## src/rtl/dmem_store_arbiter.sv

```systemverilog
// In-order store buffer that shares the data-memory write port between the EVEN and ODD pipes.
// Drains one store per cycle, coalesces same-word bundles and forwards buffered data to loads.
module dmem_store_arbiter #(
  parameter int unsigned DEPTH = 4
) (
  input  logic        clk,
  input  logic        reset,
  input  logic        memwriteEVEN,
  input  logic [31:0] dataadrEVEN,
  input  logic [31:0] writedataEVEN,
  input  logic        memwriteODD,
  input  logic [31:0] dataadrODD,
  input  logic [31:0] writedataODD,
  output logic        stall,
  output logic        fwdhitEVEN,
  output logic [31:0] fwddataEVEN,
  output logic        fwdhitODD,
  output logic [31:0] fwddataODD,
  output logic        memwe,
  output logic [31:0] memadr,
  output logic [31:0] memwd
);

  localparam int unsigned PtrW = $clog2(DEPTH);
  localparam int unsigned CntW = PtrW + 1;

  logic [31:0]     adr_q  [DEPTH];
  logic [31:0]     adr_d  [DEPTH];
  logic [31:0]     data_q [DEPTH];
  logic [31:0]     data_d [DEPTH];
  logic [PtrW-1:0] head_q, head_d, tail_q, tail_d, tail_p1, idx;
  logic [CntW-1:0] count_q, count_d;
  logic [1:0]      n_push;
  logic            pop, same_word;
  logic            bufhit_even, bufhit_odd;
  logic [31:0]     bufdata_even, bufdata_odd;

  // Stalling one entry early leaves room for a two-store bundle even without a pop.
  assign stall     = (count_q >= CntW'(DEPTH - 1));
  assign pop       = (count_q != '0);
  assign same_word = (dataadrEVEN[31:2] == dataadrODD[31:2]);
  assign tail_p1   = tail_q + PtrW'(1);

  assign memwe  = pop;
  assign memadr = pop ? adr_q[head_q] : '0;
  assign memwd  = pop ? data_q[head_q] : '0;

  always_comb begin
    adr_d  = adr_q;
    data_d = data_q;
    n_push = 2'd0;
    if (!stall) begin
      if (memwriteEVEN && memwriteODD && !same_word) begin
        adr_d[tail_q]   = dataadrEVEN;
        data_d[tail_q]  = writedataEVEN;
        adr_d[tail_p1]  = dataadrODD;
        data_d[tail_p1] = writedataODD;
        n_push          = 2'd2;
      end else if (memwriteODD) begin
        // Also covers the same-word bundle: the younger ODD store wins.
        adr_d[tail_q]  = dataadrODD;
        data_d[tail_q] = writedataODD;
        n_push         = 2'd1;
      end else if (memwriteEVEN) begin
        adr_d[tail_q]  = dataadrEVEN;
        data_d[tail_q] = writedataEVEN;
        n_push         = 2'd1;
      end
    end
    tail_d  = tail_q + PtrW'(n_push);
    head_d  = head_q + PtrW'(pop);
    count_d = count_q + CntW'(n_push) - CntW'(pop);
  end

  // Walk oldest to youngest so the youngest matching entry is the one left standing.
  always_comb begin
    idx          = head_q;
    bufhit_even  = 1'b0;
    bufdata_even = '0;
    bufhit_odd   = 1'b0;
    bufdata_odd  = '0;
    for (int i = 0; i < DEPTH; i++) begin
      idx = head_q + PtrW'(i);
      if (CntW'(i) < count_q) begin
        if (adr_q[idx][31:2] == dataadrEVEN[31:2]) begin
          bufhit_even  = 1'b1;
          bufdata_even = data_q[idx];
        end
        if (adr_q[idx][31:2] == dataadrODD[31:2]) begin
          bufhit_odd  = 1'b1;
          bufdata_odd = data_q[idx];
        end
      end
    end
  end

  always_comb begin
    fwdhitEVEN  = 1'b0;
    fwddataEVEN = '0;
    fwdhitODD   = 1'b0;
    fwddataODD  = '0;
    if (!memwriteEVEN) begin
      fwdhitEVEN  = bufhit_even;
      fwddataEVEN = bufdata_even;
    end
    if (!memwriteODD) begin
      if (memwriteEVEN && same_word) begin
        fwdhitODD  = 1'b1;
        fwddataODD = writedataEVEN;
      end else begin
        fwdhitODD  = bufhit_odd;
        fwddataODD = bufdata_odd;
      end
    end
  end

  always_ff @(posedge clk or posedge reset) begin
    if (reset) begin
      head_q  <= '0;
      tail_q  <= '0;
      count_q <= '0;
      for (int i = 0; i < DEPTH; i++) begin
        adr_q[i]  <= '0;
        data_q[i] <= '0;
      end
    end else begin
      head_q  <= head_d;
      tail_q  <= tail_d;
      count_q <= count_d;
      adr_q   <= adr_d;
      data_q  <= data_d;
    end
  end

endmodule

```

## config.mk

```make
export PLATFORM = sky130hd
export DESIGN_NAME = dmem_store_arbiter
export DESIGN_NICKNAME = d
export VERILOG_FILES = /design/src/rtl/dmem_store_arbiter.sv
export SDC_FILE = /design/constraint.sdc
export NUM_CORES = 2
export LEC_CHECK = 0
export BUFFER_PORTS_ARGS = -buffer_cell sky130_fd_sc_hd__buf_2
export CORE_MARGIN = 8
export CORE_UTILIZATION = 60
export CTS_CLUSTER_SIZE = 12
export DETAILED_ROUTE_END_ITERATION = 10
export PLACE_DENSITY_LB_ADDON = 0.1
export SLEW_MARGIN = 10
export SYNTH_ARGS = -nofsm -noshare
export SYNTH_HDL_FRONTEND = slang
export SYNTH_SLANG_ARGS = --single-unit
export TNS_END_PERCENT = 10
```

## constraint.sdc

```tcl
create_clock -name clk -period 18.9 [get_ports clk]
set_clock_uncertainty 0.15 [all_clocks]
set_input_delay 3.78 -clock clk [delete_from_list [all_inputs] [get_ports clk]]
set_output_delay 3.78 -clock clk [all_outputs]
set_load 0.005 [all_outputs]
```

After elaboration in Yosys (flattened, before gate mapping)
Index checks and enable logic that the tools add are counted.

word-level totals
  register bits = 263
  word-level logic and storage cells = 141

operators by class
  add/subtract/negate cells = 8
  $lt $le $gt $ge = 13
  equality and inequality tests = 9
  muxes and demuxes = 84
  bitwise operators = 7
  reduce and logical (&&, ||, !) cells = 9

operators by type and width
  cell                 number
  $mux 32              39
  $bwmux 128           6
  $mux 128             6
  $bmux 32 s2          8
  $eq 30x30->1         9
  $demux 32 s2         2
  $mux 1               21
  $ge 3x3->1 const B   6
  $not 2->3            6
  $lt 1x3->1 const A   2
  $lt 2x3->1 const A   2
  $lt 3x1->1 const B   2
  $reduce_bool 3->1    2
  $logic_and 1x1->1    5
  $add 2x1->2 const B  2
  $add 2x2->2 const B  2
  $mux 2               2
  $add 3x2->3          1
  $ge 3x2->1 const B   1
  $sub 3x1->3          1
  $add 2x1->2          1
  $add 2x2->2          1
  $reduce_and 2->1     1
  $logic_not 1->1      1
  $not 1->1            1

Depth between registers and ports, before layout
  depth in word-level cells = 15
  depth in mapped cells = 14

Worst setup path before layout
No wires, ideal clock.

  path kind = input to output
  start point = input port dataadrODD[11]
  end point = output port fwddataODD[0]
  data arrival time = 5698 ps
  data required time = 14970 ps
  path slack = 9272 ps
  stages = 11
  buffers on the path = 3
  cells stage by stage = buf_1 inv_1 a221oi_1 nand4_1 nor3_1 nand4_1 a21bo_1 buf_2 buf_6 a21oi_1 o31ai_1

on the way
  word-level cells in the longest chain between the ends = 11
  elaborated cells on any way between the ends = 16

ends and longest elaborated chain
  what          line  RTL
  from (decl)   12    input logic [31:0] dataadrODD,
  $eq 30x30->1  89    if (adr_q[idx][31:2] == dataadrODD[31:2]) begin
  $mux 32       89
  $mux 32       84    if (CntW'(i) < count_q) begin
  $mux 32       89
  $mux 32       84
  $mux 32       89
  $mux 32       84
  $mux 32       89
  $mux 32       84
  $mux 32 *     107   if (memwriteEVEN && same_word) begin
  $mux 32 *     106   if (!memwriteODD) begin
  to (decl)     18    output logic [31:0] fwddataODD,

Mark *: on every way between the ends. The rest lies on a longest branch, timed or not.

Worst setup path in the final report
  start point = input port dataadrEVEN[27]
  end point = output port fwddataEVEN[0]

on the way
  word-level cells in the longest chain between the ends = 10
  elaborated cells on any way between the ends = 13

ends and longest elaborated chain
  what          line  RTL
  from (decl)   9     input logic [31:0] dataadrEVEN,
  $eq 30x30->1  85    if (adr_q[idx][31:2] == dataadrEVEN[31:2]) begin
  $mux 32       85
  $mux 32       84
  $mux 32       85
  $mux 32       84
  $mux 32       85
  $mux 32       84
  $mux 32       85
  $mux 32 *     84
  $mux 32 *     102   if (!memwriteEVEN) begin
  to (decl)     16    output logic [31:0] fwddataEVEN,

Marked as above.

==> results.tsv <==
stage	metric	value	unit
cts	postcts setup bufs	0	
cts	hold_buf cts	0	
yosys	Seq/Total Area, Yosys	26.6	%
timing	Slew HR	23.0	%
drt	DRT Wirelength	97400	um
critical_path	Slowest-stage cell, CP	nand4_4	
timing	setup TNS	0	ns
placed_design	dpl hpwl	65600	um
grt	first-pass GRT wire length	146000	um
timing	Final Setup Violations	0	
finish	Final Instance Area	26800	um2
yosys	Yosys reg bits	263	
power_and_ir_drop	leakage	11.1	nW
cts	Post-CTS Resized	0	
finish	non-filler instance count after layout	3148	
timing	final worst path period share	59.1	%
yosys	count leader, synth	dfrtp_1	
min_path	WHS Path Cells	2	
cts	Clock Sink Count	263	
status	outcome	completed	
placed_design	pre-CTS WS	7.77	ns
timing	final hold viol count	0	
min_path	Min-Delay Path Class	reg2reg	
critical_path	crit start category	input port	
die	Core Box Area	40700	um2
grt	number of antenna violations at the first check in global routing	8	
grt	GR Overflow Total	0	
critical_path	Critical Path Most Common Cell	buf_2	
critical_path	FF-to-FF Start	count_q[2]	
yosys	syn nets	2679	
finish	layout cells sized above 1	24.6	%
cts	root buf cell	clkbuf_16	
critical_path	Setup Crit Path Kind	in2out	
cts	CTS Buffer Depth	3	
yosys	top cells by count, synth	dfrtp_1 (263), nand2_1 (235), o21ai_0 (193), xnor2_1 (170), mux4_2 (168)	
grt	vias in the first global route	22736	
die	Starting Density	60.7	%
timing	Least-Margin Pin Slew	1.15	ns
job	Max Cap Viol	0	
yosys	Ys Warns	0	
yosys	Cells after Synth	2541	
drt	drt initial violations	2916	
cts	cts bufs inserted	31	
critical_path	Critical Path AT	7.25	ns
critical_path	R2R setup slack	14.95	ns
finish	Syn-to-layout area delta	8.24	%
grt	pin count of the biggest net entering global routing	124	
yosys	top post-synthesis cells by area	dfrtp_1 (27%), mux4_2 (15%), mux2i_1 (6.5%), xnor2_1 (6.0%), a221o_1 (5.2%)	
finish	Final nets	2726	
die	Rows	74	
power_and_ir_drop	power density over the cells	185	nW/um2
placed_design	GPL Wtd Cong	1.09	
drt	Final ANT Viol Nets	0	
drt	drt pass-1 iters	8	
critical_path	Max FO, Critical Path	33	
timing	max-slew violation count	0	
cts	CTS tree	built	
yosys	Yosys top cell by area	dfrtp_1	
yosys	Post-synth EDFFs	0	
critical_path	critical path cell sequence	buf_2 > xor2_1 > nor4_1 > nand4_1 > nor3_2 > nand4_4 > a21boi_4 > buf_4 > a211oi_1 > buf_2	
critical_path	Worst R2R Path Depth	7	
power_and_ir_drop	worst vdd ir	0.000134	V
yosys	share of the synthesized area in the top cell type	26.6	%
die	Die ar.	48000	um2
timing	final setup margin	7.72	ns
critical_path	CP peak stage delay	0.81	ns
placed_design	placed cell area	25700	um2
drt	Via Count	22982	
yosys	Post-synth top flop	dfrtp_1	
timing	fmax	89.5	MHz
yosys	Mean Syn Cell Area	9.73	um2
die	Chip Width	219	um
finish	final core occ	65.7	%
drt	vias per cell	7.30	
min_path	Hold Crit Start	adr_q[1]	
die	die height	219	um
min_path	Endpoint, Worst Hold	adr_q[1]	
critical_path	Worst setup EP type	primary output	
cts	Max H-tree Level	1	
drt	drt wl/cell	31.0	um
yosys	Async SR Flop Fraction	100	%
die	number of I/O pins	264	
critical_path	Critical Path RT	14.97	ns
drt	# DRC	0	
timing	RSZ-0062 raised after global routing	no	
placed_design	cell total after placement	3087	
critical_path	worst flop-to-flop path endpoint	adr_q[38]	
cts	worst skew pair latency	0.58	ns
grt	Total GRT Usage	39.7	%
placed_design	Buffers on Ports	263	
timing	fin crit period	11.18	ns
cts	clock slew at reported path FFs	0.06	ns
yosys	Synth Cell Area	24700	um2
yosys	library cells used by synthesis	60	
-- through the flow --
stage	hold slack [ns]	power [W]
5_1_grt	0.372	0.00521
3_5_place_dp	0.326	0.00428
3_3_place_gp	0.311	0.00422
2_1_floorplan	0.295	0.00336
4_1_cts	0.339	0.00491
6_report	0.339	0.00496
-- worst max-delay path by stage --
| stage | from | endpoint | slack [ns] | depth (start not counted) |
|---|---|---|---|---|
| 4_1_cts | dataadrEVEN[27] | fwddataEVEN[0] | 7.75 | 10 |
| 3_3_place_gp | dataadrEVEN[11] | fwddataEVEN[0] | 7.91 | 8 |
| 6_report | dataadrEVEN[27] | fwddataEVEN[0] | 7.72 | 10 |
| 5_1_grt | dataadrEVEN[27] | fwddataEVEN[0] | 7.66 | 10 |
| 3_5_place_dp | dataadrEVEN[27] | fwddataEVEN[0] | 7.77 | 10 |
| 2_1_floorplan | reset | adr_q[0] | 7.73 | 1 |
-- state kept, by name (all words and copies together), names as in the netlist --
register	count
head_q	2
tail_q	2
adr_q	128
count_q	3
data_q	128
-- cell families after synthesis --
logic type	Yosys count	synth area share, %
AOI/OAI and AO/OA	656	20.0
xor gates and xnor gates	269	9.53
adders and majority gates	6	0.334
buffers and inverters	299	5.82
DFF	263	26.6
muxes	364	23.5
and+or+nand+nor	684	14.3
-- worst max-delay path, delay by kind of cell --
family | cells | cell delay (ns)
XOR/XNOR | 1 | 0.15
buffers and inverters | 3 | 0.79
AND/OR/NAND/NOR | 4 | 1.68
AO/OA/AOI/OAI | 2 | 0.77
-- cell usage in the layout (no fill, tap or decap), types with 4 or more instances in the layout --
| cell type | n |
|---|---|
| mux4_2 | 168 |
| inv_1 | 13 |
| diode_2 | 6 |
| nor2b_1 | 34 |
| dfrtp_1 | 261 |
| a21oi_1 | 68 |
| mux2_2 | 35 |
| a211oi_2 | 29 |
| a22oi_1 | 129 |
| nand3b_1 | 32 |
| xnor2_1 | 170 |
| nand2_1 | 235 |
| a211oi_1 | 6 |
| nand3_1 | 10 |
| o21ai_0 | 193 |
| clkbuf_1 | 8 |
| a22o_1 | 35 |
| clkbuf_16 | 31 |
| and2_1 | 163 |
| o22ai_1 | 8 |
| buf_2 | 263 |
| nor2_1 | 78 |
| nand4_1 | 43 |
| nor4_1 | 28 |
| a221o_1 | 128 |
| ha_1 | 5 |
| clkbuf_8 | 7 |
| nor3_1 | 33 |
| mux2i_1 | 160 |
| nand2b_1 | 4 |
| and2_2 | 4 |
| xor2_1 | 99 |
| o31ai_2 | 29 |
| nor4_2 | 5 |
| buf_4 | 34 |
-- report_power, final --
part | total [W] | internal (W) | leakage [nW] | switching, W
combinational | 0.00322 | 0.00143 | 7.30 | 0.00179
sequential | 0.00113 | 0.000811 | 3.33 | 0.000320
clock | 0.000607 | 0.000356 | 0.496 | 0.000252
total | 0.00496 | 0.00260 | 11.1 | 0.00236
-- cell type report --
| cell class | count | area [um2] |
|---|---|---|
| inverters | 15 | 63.8 |
| multi-input cells | 1979 | 16800 |
| clock buffers | 46 | 902 |
| well taps | 532 | 666 |
| clock inverters | 9 | 109 |
| diodes | 6 | 15.0 |
| fillers | 3275 | 14000 |
| flip-flops and latches | 263 | 6590 |
| repair buffers | 298 | 1590 |
-- routing by layer --
layer / wire (um) / GRT usage [%] / vias up
met1: 35600 / 50.6 / 11437
li1: - / - / 9637
met4: 5510 / 19.9 / 4
met5: 22 / 0 / -
met3: 10100 / 6.44 / 318
met2: 46300 / 65.2 / 1586
Note: power is estimated with default switching activity, not from simulation.
